File: src/rtl/hammer_sweep_ctrl_if.sv
// Stimulus/compare bundle between the bench top and the sweep controller.
// The controller is the slave side; the bench or harness top is the master.
interface hammer_sweep_ctrl_if #(
    parameter int IN_W  = 8,
    parameter int OUT_W = 16
);
    logic             start;
    logic             abort;
    logic [OUT_W-1:0] y_care;
    logic [OUT_W-1:0] y_ref;
    logic [OUT_W-1:0] y_dut;
    logic [IN_W-1:0]  stim;
    logic             busy;
    logic             done;
    logic [IN_W:0]    mismatch_cnt;
    logic             first_fail_valid;
    logic [IN_W-1:0]  first_fail_vec;
    logic [OUT_W-1:0] first_fail_diff;

    modport master (
        output start, abort, y_care, y_ref, y_dut,
        input  stim, busy, done, mismatch_cnt,
        input  first_fail_valid, first_fail_vec, first_fail_diff
    );

    modport slave (
        input  start, abort, y_care, y_ref, y_dut,
        output stim, busy, done, mismatch_cnt,
        output first_fail_valid, first_fail_vec, first_fail_diff
    );
endinterface

File: src/rtl/hammer_sweep_ctrl.sv
// Exhaustive stimulus sweep comparing a reference and a DUT expression
// instance under a care mask; counts failures and keeps the first one.
module hammer_sweep_ctrl #(
    parameter int IN_W   = 8,
    parameter int OUT_W  = 16,
    parameter int SETTLE = 2
) (
    input logic               clk,
    input logic               rst_n,
    hammer_sweep_ctrl_if.slave bus_if
);
    typedef enum logic [2:0] {
        S_IDLE,
        S_APPLY,
        S_WAIT,
        S_CHECK,
        S_DONE
    } state_e;

    localparam logic [3:0]      SETTLE_L = 4'(SETTLE);
    localparam logic [IN_W-1:0] STIM_MAX = '1;
    localparam logic [IN_W-1:0] STIM_ONE = IN_W'(1);
    localparam logic [IN_W:0]   CNT_ONE  = (IN_W + 1)'(1);

    state_e           state_q, state_d;
    logic [IN_W-1:0]  stim_q, stim_d;
    logic [3:0]       settle_q, settle_d;
    logic [IN_W:0]    cnt_q, cnt_d;
    logic             ffv_q, ffv_d;
    logic [IN_W-1:0]  ffvec_q, ffvec_d;
    logic [OUT_W-1:0] ffdiff_q, ffdiff_d;
    logic             busy_q, busy_d;
    logic             done_q, done_d;
    logic [OUT_W-1:0] diff;

    assign diff = (bus_if.y_ref ^ bus_if.y_dut) & bus_if.y_care;

    always_comb begin
        state_d  = state_q;
        stim_d   = stim_q;
        settle_d = settle_q;
        cnt_d    = cnt_q;
        ffv_d    = ffv_q;
        ffvec_d  = ffvec_q;
        ffdiff_d = ffdiff_q;
        unique case (state_q)
            S_IDLE, S_DONE: begin
                if (bus_if.start) begin
                    stim_d   = '0;
                    cnt_d    = '0;
                    ffv_d    = 1'b0;
                    ffvec_d  = '0;
                    ffdiff_d = '0;
                    state_d  = S_APPLY;
                end
            end
            S_APPLY: begin
                if (bus_if.abort) begin
                    state_d = S_DONE;
                end else if (SETTLE_L == 4'd0) begin
                    state_d = S_CHECK;
                end else begin
                    settle_d = SETTLE_L;
                    state_d  = S_WAIT;
                end
            end
            S_WAIT: begin
                if (bus_if.abort) begin
                    state_d = S_DONE;
                end else if (settle_q <= 4'd1) begin
                    state_d = S_CHECK;
                end else begin
                    settle_d = settle_q - 4'd1;
                end
            end
            S_CHECK: begin
                // an abort here drops the sample without touching results
                if (bus_if.abort) begin
                    state_d = S_DONE;
                end else begin
                    if (|diff) begin
                        cnt_d = cnt_q + CNT_ONE;
                        if (!ffv_q) begin
                            ffv_d    = 1'b1;
                            ffvec_d  = stim_q;
                            ffdiff_d = diff;
                        end
                    end
                    if (stim_q == STIM_MAX) begin
                        state_d = S_DONE;
                    end else begin
                        stim_d  = stim_q + STIM_ONE;
                        state_d = S_APPLY;
                    end
                end
            end
            default: state_d = S_IDLE;
        endcase
        busy_d = (state_d == S_APPLY) || (state_d == S_WAIT) ||
                 (state_d == S_CHECK);
        done_d = (state_d == S_DONE);
    end

    always_ff @(posedge clk or negedge rst_n) begin
        if (!rst_n) begin
            state_q  <= S_IDLE;
            stim_q   <= '0;
            settle_q <= '0;
            cnt_q    <= '0;
            ffv_q    <= 1'b0;
            ffvec_q  <= '0;
            ffdiff_q <= '0;
            busy_q   <= 1'b0;
            done_q   <= 1'b0;
        end else begin
            state_q  <= state_d;
            stim_q   <= stim_d;
            settle_q <= settle_d;
            cnt_q    <= cnt_d;
            ffv_q    <= ffv_d;
            ffvec_q  <= ffvec_d;
            ffdiff_q <= ffdiff_d;
            busy_q   <= busy_d;
            done_q   <= done_d;
        end
    end

    assign bus_if.stim             = stim_q;
    assign bus_if.busy             = busy_q;
    assign bus_if.done             = done_q;
    assign bus_if.mismatch_cnt     = cnt_q;
    assign bus_if.first_fail_valid = ffv_q;
    assign bus_if.first_fail_vec   = ffvec_q;
    assign bus_if.first_fail_diff  = ffdiff_q;
endmodule

File: src/flat_wrapper.sv
// flat-port wrapper written by rule: the top's interface ports become plain ports
module hammer_sweep_ctrl_flat 
#(
    parameter int IN_W   = 8,
    parameter int OUT_W  = 16,
    parameter int SETTLE = 2
)
  (clk, rst_n, bus_if_start, bus_if_abort, bus_if_y_care, bus_if_y_ref, bus_if_y_dut, bus_if_stim, bus_if_busy, bus_if_done, bus_if_mismatch_cnt, bus_if_first_fail_valid, bus_if_first_fail_vec, bus_if_first_fail_diff);
  hammer_sweep_ctrl_if #(.IN_W(IN_W), .OUT_W(OUT_W)) bus_if_i ();
  input logic clk;
  input logic rst_n;
  input wire logic [$bits(bus_if_i.start)-1:0] bus_if_start;
  input wire logic [$bits(bus_if_i.abort)-1:0] bus_if_abort;
  input wire logic [$bits(bus_if_i.y_care)-1:0] bus_if_y_care;
  input wire logic [$bits(bus_if_i.y_ref)-1:0] bus_if_y_ref;
  input wire logic [$bits(bus_if_i.y_dut)-1:0] bus_if_y_dut;
  output wire logic [$bits(bus_if_i.stim)-1:0] bus_if_stim;
  output wire logic [$bits(bus_if_i.busy)-1:0] bus_if_busy;
  output wire logic [$bits(bus_if_i.done)-1:0] bus_if_done;
  output wire logic [$bits(bus_if_i.mismatch_cnt)-1:0] bus_if_mismatch_cnt;
  output wire logic [$bits(bus_if_i.first_fail_valid)-1:0] bus_if_first_fail_valid;
  output wire logic [$bits(bus_if_i.first_fail_vec)-1:0] bus_if_first_fail_vec;
  output wire logic [$bits(bus_if_i.first_fail_diff)-1:0] bus_if_first_fail_diff;
  assign bus_if_i.start = bus_if_start;
  assign bus_if_i.abort = bus_if_abort;
  assign bus_if_i.y_care = bus_if_y_care;
  assign bus_if_i.y_ref = bus_if_y_ref;
  assign bus_if_i.y_dut = bus_if_y_dut;
  assign bus_if_stim = bus_if_i.stim;
  assign bus_if_busy = bus_if_i.busy;
  assign bus_if_done = bus_if_i.done;
  assign bus_if_mismatch_cnt = bus_if_i.mismatch_cnt;
  assign bus_if_first_fail_valid = bus_if_i.first_fail_valid;
  assign bus_if_first_fail_vec = bus_if_i.first_fail_vec;
  assign bus_if_first_fail_diff = bus_if_i.first_fail_diff;
  hammer_sweep_ctrl #(.IN_W(IN_W), .OUT_W(OUT_W), .SETTLE(SETTLE)) u_core (.clk(clk), .rst_n(rst_n), .bus_if(bus_if_i));
endmodule
File: config.mk
export PLATFORM = sky130hd
export DESIGN_NAME = hammer_sweep_ctrl_flat
export DESIGN_NICKNAME = d
export VERILOG_FILES = /design/src/rtl/hammer_sweep_ctrl_if.sv /design/src/rtl/hammer_sweep_ctrl.sv /design/src/flat_wrapper.sv
export SDC_FILE = /design/constraint.sdc
export NUM_CORES = 1
export LEC_CHECK = 0
export CORE_MARGIN = 10
export CORE_UTILIZATION = 25
export DETAILED_ROUTE_END_ITERATION = 10
export GPL_ROUTABILITY_DRIVEN = 0
export GPL_TIMING_DRIVEN = 1
export PLACE_DENSITY = 0.53
export SLEW_MARGIN = 20
export SYNTH_ARGS = -nofsm -noshare
export SYNTH_HDL_FRONTEND = slang
export SYNTH_SLANG_ARGS = --single-unit
File: constraint.sdc
create_clock -name clk -period 1.9 [get_ports clk]
set_input_delay 0.285 -clock clk [delete_from_list [all_inputs] [get_ports clk]]
set_output_delay 0.285 -clock clk [all_outputs]
set_load 0.02 [all_outputs]
Word level (Yosys, flattened, before mapping). Index checks and enable logic that the tools add are counted.

Register bits: 51. Bits of input ports: 52. Output and inout port bits: 44. Logic and storage cells: 75.

Add/subtract/negate cells: 3. Magnitude comparators: 1. Equality and inequality tests: 17. Multiplexer cells: 32. Bitwise gates (word level): 2. Reduce and logical (&&, ||, !) cells: 11.

Operators by type and width (count): 16-bit 2-to-1 mux (4); 8-bit 2-to-1 mux (6); 16-bit case mux with 2 select lines (1); 8-bit case mux with 2 select lines (2); 9-bit 2-to-1 mux (3); 3-bit 2-to-1 mux (6); 9-bit case mux with 2 select lines (1); 16-bit bitwise AND (1); 16-bit OR reduction (1); 16-bit bitwise XOR (1); 2-bit != test (second input constant) (7); 3-bit by 2-bit equality test with 1-bit output (second input constant) (4); 4-bit 2-to-1 mux (3); 3-bit case mux with 4 select lines (1); 4-bit AND reduction (3); 9-bit by 1-bit adder with 9-bit output (second input constant) (1); 8-bit by 1-bit adder with 8-bit output (second input constant) (1); 8-bit equality test (second input constant) (1); 4-bit case mux with 2 select lines (1); 3-bit by 1-bit equality test with 1-bit output (second input constant) (2); 3-bit equality test (second input constant) (2); 5-bit AND reduction (1); 4-bit by 1-bit less-or-equal comparator with 1-bit output (second input constant) (1); 2-bit nonzero test (2); 7 further kinds (10).

Depth between registers and ports, before layout. Gate-level depths: netlist (run 1).

Depth after elaboration: 7. Gate-level depth with buffers: 8. Mapped depth without buffers: 7.

Least setup slack after synthesis (run 1). OpenSTA, ideal clock, no wires.

Kind: flip-flop to flip-flop. Start point: register, netlist name u_core.settle_q[0]. End point: register u_core.stim_q[3] (netlist: u_core.bus_if.stim[3]). Library setup time: 0.079 ns. Arrival time: 1.846 ns. Required time: 1.821 ns. Setup slack: -0.025 ns. Stages on the path, launching flop included: 8. Buffers on the path: 0. Period minus slack after synthesis: 1.925 ns. Path through: dfrtp_1 -> inv_1 -> ha_1 -> nor2_1 -> or4_4 -> a21o_1 -> or3_1 -> a21oi_1.

RTL lines: end signal: assignment (line hammer_sweep_ctrl.sv:117) `stim_q <= stim_d;`; end: declaration (line hammer_sweep_ctrl.sv:26) `logic [IN_W-1:0] stim_q, stim_d;`.

==> results.toml, run 1 <==
[synth]
synthTopCellsByCount = "dfrtp_1, a32o_1, xor2_1"
synth-compound-area-share_pct = 25.68
synthArstFlopShare_pct = 100.0
ys_types = 46
synth-adder-area-share_pct = 1.831
synth_xor_area_share_pct = 5.767
synth_cells = 257
ys_seq_elements = 51
synth.yosys.warnings = 0
syn_area_sq_um = 2734
seq_area_frac_synth_pct = 46.68
synth_edf_count = 0
synth_top_family_by_area = "compound AO/OA/AOI/OAI gates"
synth_area_per_cell_sq_um = 10.64
yosys.area.top_type_share_pct = 46.68
synthMuxAreaShare_pct = 0.3661
syn_nets = 313
ys.flop_type = "dfrtp_1"
yosys-top-cells-area = "dfrtp_1, a32o_1, xor2_1, a221o_1, a22oi_1"
yosysTopAreaCell = "dfrtp_1"
synth.most_common_cell = "dfrtp_1"
yosys.area_share.simple_pct = 16.16

[worst_setup_path]
cp-end-kind = "register"
rrSetupSlack_ns = 0.001
worstSetupPathType = "register to register"
reg2reg_to = "u_core.bus_if.stim[3]"
crit_end = "u_core.bus_if.stim[3]"
reg2reg_from = "u_core.settle_q[1]"
start_kind = "register"
startpoint = "u_core.settle_q[1]"
cp.required_ns = 2.14
crit_path_max_fanout = 4
crit_arrival_ns = 2.14
rr_worst_depth = 7

[cts]
cts-root-buf = "clkbuf_8"
clk_path_buf_depth = 2
cts_made_buffers = 5
clock_sinks = 51
cts_tree = "done"
htree_levels = 2
clk_pin_slew_ns = 0.10
worstSkewPairLatency_ns = 0.31

[final_layout]
utilization_pct = 41.99
final_nets = 455
syn2layout_area_growth_pct = 65.77
multi_input_area_sq_um = 1499
drive_gt1_share_pct = 23.25
num_antenna_cells = 0
register_area_sq_um = 1276
final.fill_count = 1055

[floorplanning]
die_area_sq_um = 15520
coreArea_sq_um = 10790
ios = 96
start_util_pct = 25.33
fp-row-count = 38
die_h_um = 124.6
dieWidth_um = 124.6

[drt]
routedWlPerCell_um = 17.24
drc = 0
postRouteAntennaNets = 0
drtPass1Iterations = 4
drt_iter0_markers = 152
wirelength_mm = 9.308
routed_via_density = 5.030
via_count = 2716

[pwr]
seq_power_share_pct = 34.4
p_int_mw = 2.495
power_density_nw_per_um2 = 855.0
power.net_switching_mw = 1.380
total_power_mw = 3.875
max-vdd-ir-drop_uv = 530.4
power.share.clock_pct = 18.3
power_frac_comb_pct = 47.3
p_leak_nw = 1.991
sw_frac_of_total_pct = 35.61

[sta]
setup_slack_ns = 0.001214
tns_ns = 0
max_freq_mhz = 526.7
drv_slew = 0
fin_skew_ns = 0.007391
rsz0062_at_grt = "yes"
worst_hold_slack_ns = 0.4620
slew_headroom_pct = 67.90
final-setup-viol-count = 0
min_period_ns = 1.899
hold_viol = 0
fin_crit_sh_pct = 99.94
tightest_slew_ns = 0.4815

[global_route]
grt-ovfl-total = 0
grt_antenna_before_repair = 0
grt_max_degree = 34
grt_pass1_vias = 2764
grt_pass1_wl_mm = 14.79
globalRouteTotalUtil_pct = 11.33

[placement]
port_buffers = 95
hpwl_mm = 6.981
dp_slack_ns = -0.3801

[outcome]
outcome = "finished clean"

[job]
max_cap_violations = 0

[worst_hold_path]
min_path_type = "input pin to register"
-- state kept, by name, indices dropped and copies added, names as in the netlist --
register / count
u_core.bus_if.busy: 1
u_core.bus_if.done: 1
u_core.bus_if.first_fail_diff: 16
u_core.bus_if.first_fail_valid: 1
u_core.bus_if.first_fail_vec: 8
u_core.bus_if.mismatch_cnt: 9
u_core.bus_if.stim: 8
u_core.settle_q: 4
u_core.state_q: 3
-- worst min-delay path by stage --
stage	from	to	slack (ns)	depth (start not counted)
final	bus_if_y_ref[5]	u_core.bus_if.first_fail_diff[5]	0.46	3
after global routing	bus_if_y_ref[1]	u_core.bus_if.first_fail_diff[1]	0.46	3
after CTS	rst_n	u_core.bus_if.first_fail_diff[15]	0.49	2
after detailed placement	rst_n	u_core.bus_if.first_fail_diff[15]	0.27	1
after global placement	rst_n	u_core.bus_if.first_fail_diff[15]	0.29	1
after floorplan	rst_n	u_core.bus_if.busy	-0.01	0
-- metal layers --
metal	track usage (%)	part of all wire, %	up-vias
met5	0	0	-
met4	2.262	0.61	0
met3	2.851	4.7	7
met2	18.80	48	73
met1	14.51	46	1356
li1	-	-	1280
-- cell usage in the layout (no fill, tap or decap), drive strengths merged, types with 2 or more instances in the layout --
cell / Yosys / final
a32o: 21 / 21
xnor2: 2 / 2
dfrtp: 51 / 51
and4: 2 / 2
and3: 7 / 7
a21o: 3 / 3
a221o: 7 / 7
or3: 3 / 3
a22oi: 9 / 9
or2: 4 / 4
nand4b: 3 / 3
o32ai: 2 / 2
a22o: 3 / 3
nand3b: 2 / 2
xor2: 16 / 16
nor3: 11 / 11
ha: 4 / 4
nand2: 13 / 13
clkdlybuf4s50: 0 / 78
and2: 3 / 3
nor3b: 2 / 2
nand4: 4 / 4
inv: 7 / 7
dlymetal6s2s: 0 / 16
o31ai: 3 / 3
buf: 6 / 50
clkbuf: 6 / 10
nand3: 12 / 12
o21ai: 11 / 11
nor2: 10 / 10
a21oi: 13 / 13
o2bb2ai: 3 / 3
-- metrics by stage --
| step | instances | cell area [sq um] |
|---|---|---|
| 4_1_cts | 533 | 4304 |
| 5_1_grt | 540 | 4532 |
| 3_5_place_dp | 522 | 4140 |
| 6_report | 540 | 4532 |
| 2_1_floorplan | 257 | 2736 |
| 3_3_place_gp | 522 | 4140 |
-- power groups by stage --
stage / Clock (mW) / Sequential [mW] / Combinational, mW
floorplan: 0 / 1.47 / 0.690
global placement: 0 / 1.35 / 1.61
detailed placement: 0 / 1.36 / 1.62
CTS: 0.727 / 1.34 / 1.69
global route: 0.769 / 1.36 / 1.99
finish: 0.709 / 1.33 / 1.83
-- area by class of cell --
type / instances / area share [%]
clock buffers: 8 / 2.209
inverters: 7 / 0.5798
multi-input cells: 187 / 33.08
flip-flops and latches: 51 / 28.16
well taps: 140 / 3.865
repair buffers: 147 / 32.11
-- cell families after synthesis --
family	count (synthesis)
AOI/OAI and AO/OA	84
and+or+nand+nor	80
DFF	51
buffers and inverters	19
xor gates and xnor gates	18
adders and majority gates	4
muxes	1
-- critical path: stages (launching register included) --
cell     delay, ns
dfrtp_1       0.38
inv_2         0.09
ha_1          0.17
nor2_2        0.05
or4_4         0.44
a21o_1        0.23
or3_1         0.34
a21oi_1       0.12
-- timing repair --
item	in CTS	in global routing
gates cloned	0	2
pin swaps	3	12
resized for setup	8	36
setup endpoints to repair	18	34
buffers inserted	2	5
hold buffers	1	0
hold endpoints to repair	18	0
Note: power is estimated with default switching activity, not from simulation.
==> run 2: changes to the inputs <==
--- a/config.mk
+++ b/config.mk
@@ -10,7 +10,7 @@
 export DETAILED_ROUTE_END_ITERATION = 10
 export GPL_ROUTABILITY_DRIVEN = 0
 export GPL_TIMING_DRIVEN = 1
-export PLACE_DENSITY = 0.53
+export PLACE_DENSITY = 0.52
 export SLEW_MARGIN = 20
 export SYNTH_ARGS = -nofsm -noshare
 export SYNTH_HDL_FRONTEND = slang
==> constraint.sdc (replaced) <==
create_clock -name clk -period 2 [get_ports clk]
set_input_delay 0.3 -clock clk [delete_from_list [all_inputs] [get_ports clk]]
set_output_delay 0.3 -clock clk [all_outputs]
set_load 0.02 [all_outputs]
==> run 2 against run 1 <==
Net effect: global-route usage shrank 0.16 points; setup slack gained 0.060 ns; via count shrank 4.6%; worst hold slack lost 0.35 ns; largest power group unchanged; fmax shrank 2.1%; first-iteration DRC count shrank 31%; combinational power shrank 19%.
==> results.toml, run 2 (same netlist as run 1, synthesis figures left out) <==
[outcome]
outcome = "finished clean"

[job]
max_cap_violations = 0

[worst_setup_path]
cp.required_ns = 2.23
rrSetupSlack_ns = 0.06
start_kind = "register"
crit_arrival_ns = 2.17
crit_path_max_fanout = 6
worstSetupPathType = "register to register"
cp-end-kind = "register"

[sta]
min_period_ns = 1.939
tns_ns = 0
rsz0062_at_grt = "yes"
drv_slew = 0
max_freq_mhz = 515.9
slew_headroom_pct = 55.99
tightest_slew_ns = 0.6601
final-setup-viol-count = 0
hold_viol = 0
fin_skew_ns = 0.003076
fin_crit_sh_pct = 96.93

[pwr]
total_power_mw = 3.357
max-vdd-ir-drop_uv = 493.1
p_leak_nw = 1.730
power_density_nw_per_um2 = 796.5

[cts]
ctsHoldBuffers = 0
worstSkewPairLatency_ns = 0.29
clk_pin_slew_ns = 0.09
htree_levels = 2
cts-root-buf = "clkbuf_8"
clk_path_buf_depth = 2
cts_tree = "done"
clock_sinks = 51
cts_made_buffers = 5
cts_setup_buffers = 0

[placement]
port_buffers = 95
hpwl_mm = 6.870

[final_layout]
syn2layout_area_growth_pct = 54.19
utilization_pct = 39.06
drive_gt1_share_pct = 16.36
register_area_sq_um = 1277
final_common_cell = "clkdlybuf4s50_1"
multi_input_area_sq_um = 1406
largest_register_ffs = 16
num_antenna_cells = 0
final_nets = 440
layout_common_cells = "clkdlybuf4s50_1, dfrtp_1, buf_4"
final.fill_count = 1060

[global_route]
grt_antenna_before_repair = 0
globalRouteTotalUtil_pct = 11.17
grt_pass1_vias = 2753
grt_pass1_wl_mm = 14.56
grt-ovfl-total = 0
grt_max_degree = 52

[worst_hold_path]
min_path_type = "input pin to asynchronous set/reset pin"

[floorplanning]
die_area_sq_um = 15520
die_h_um = 124.6
fp-row-count = 38
dieWidth_um = 124.6
ios = 96
coreArea_sq_um = 10790
start_util_pct = 25.33

[drt]
drtPass1Iterations = 4
routedWlPerCell_um = 16.96
routed_via_density = 4.937
drt_iter0_markers = 105
drc = 0
wirelength_mm = 8.905
postRouteAntennaNets = 0
via_count = 2592
run 2: cell count changes in the layout (fill, tap and decap cells not counted), sizes merged:
cell | previous run | this run
buf | 50 | 38
dlymetal6s2s | 16 | 0
clkdlybuf4s50 | 78 | 94
clkbuf | 10 | 7
dlygate4sd3 | 1 | 0
clkinv | 0 | 1
run 2: repair_timing:
item	4_1_cts	5_1_grt
endpoints found under the setup margin	2	18
resized for setup	0	11
pin swaps	1	2
run 2: routing by layer:
| metal | wire [um] | track usage [%] | vias to the layer above |
|---|---|---|---|
| met2 | 4192 | 18.08 | 74 |
| met4 | 92 | 2.536 | 0 |
| li1 | - | - | 1255 |
| met5 | 0 | 0 | - |
| met3 | 424 | 2.681 | 6 |
| met1 | 4195 | 14.64 | 1257 |
run 2: layout make-up:
| class | count | share of cell area (%) |
|---|---|---|
| multi-input cells | 187 | 33.36 |
| flip-flops and latches | 51 | 30.31 |
| repair buffers | 132 | 29.62 |
| well taps | 140 | 4.156 |
| clock buffers | 7 | 1.811 |
| inverters | 7 | 0.6233 |
| clock inverters | 1 | 0.1187 |
run 2: worst paths after layout:
check                      cells after the start                       startpoint                         endpoint
max                                            7               u_core.settle_q[0]            u_core.bus_if.stim[3]
min                                            2                            rst_n            u_core.bus_if.stim[7]
max reg2reg                                    7               u_core.settle_q[0]            u_core.bus_if.stim[3]
min reg2reg                                    1  u_core.bus_if.first_fail_vec[2]  u_core.bus_if.first_fail_vec[2]
max in group asynchronous                      2                            rst_n                u_core.state_q[0]
min in group clk                               1  u_core.bus_if.first_fail_vec[2]  u_core.bus_if.first_fail_vec[2]
run 2: power by group:
| group | leakage (nW) | internal (mW) | switching (mW) |
|---|---|---|---|
| clock | 0.0422 | 0.247 | 0.336 |
| sequential | 0.690 | 1.18 | 0.117 |
| combinational | 0.998 | 0.713 | 0.769 |
run 2: stage by stage:
| step | area, sq um | hold slack [ns] | setup WS [ns] | cells |
|---|---|---|---|---|
| floorplan | 2734 | 0.004409 | 0.07499 | 257 |
| global placement | 4088 | 0.4680 | -0.2902 | 517 |
| detailed placement | 4088 | 0.4788 | -0.3416 | 517 |
| CTS | 4169 | 0.1379 | 0.0007436 | 525 |
| global route | 4215 | 0.1619 | -0.01230 | 525 |
| finish | 4215 | 0.1073 | 0.06146 | 525 |
run 2: critical path, cell delays in order, from the launching register on:
cell and delay [ns]:
dfrtp_1 0.39, inv_2 0.07, ha_1 0.16, nor2_1 0.06, or4_4 0.45, a21o_4 0.24, or3_1 0.34, a21oi_1 0.14
==> run 3: changes to the inputs <==
--- a/config.mk
+++ b/config.mk
@@ -11,7 +11,6 @@
 export GPL_ROUTABILITY_DRIVEN = 0
 export GPL_TIMING_DRIVEN = 1
 export PLACE_DENSITY = 0.52
-export SLEW_MARGIN = 20
 export SYNTH_ARGS = -nofsm -noshare
 export SYNTH_HDL_FRONTEND = slang
 export SYNTH_SLANG_ARGS = --single-unit
==> results of run 3 <==
Same layout as run 2: the final DEF is identical, and so are final timing and power.
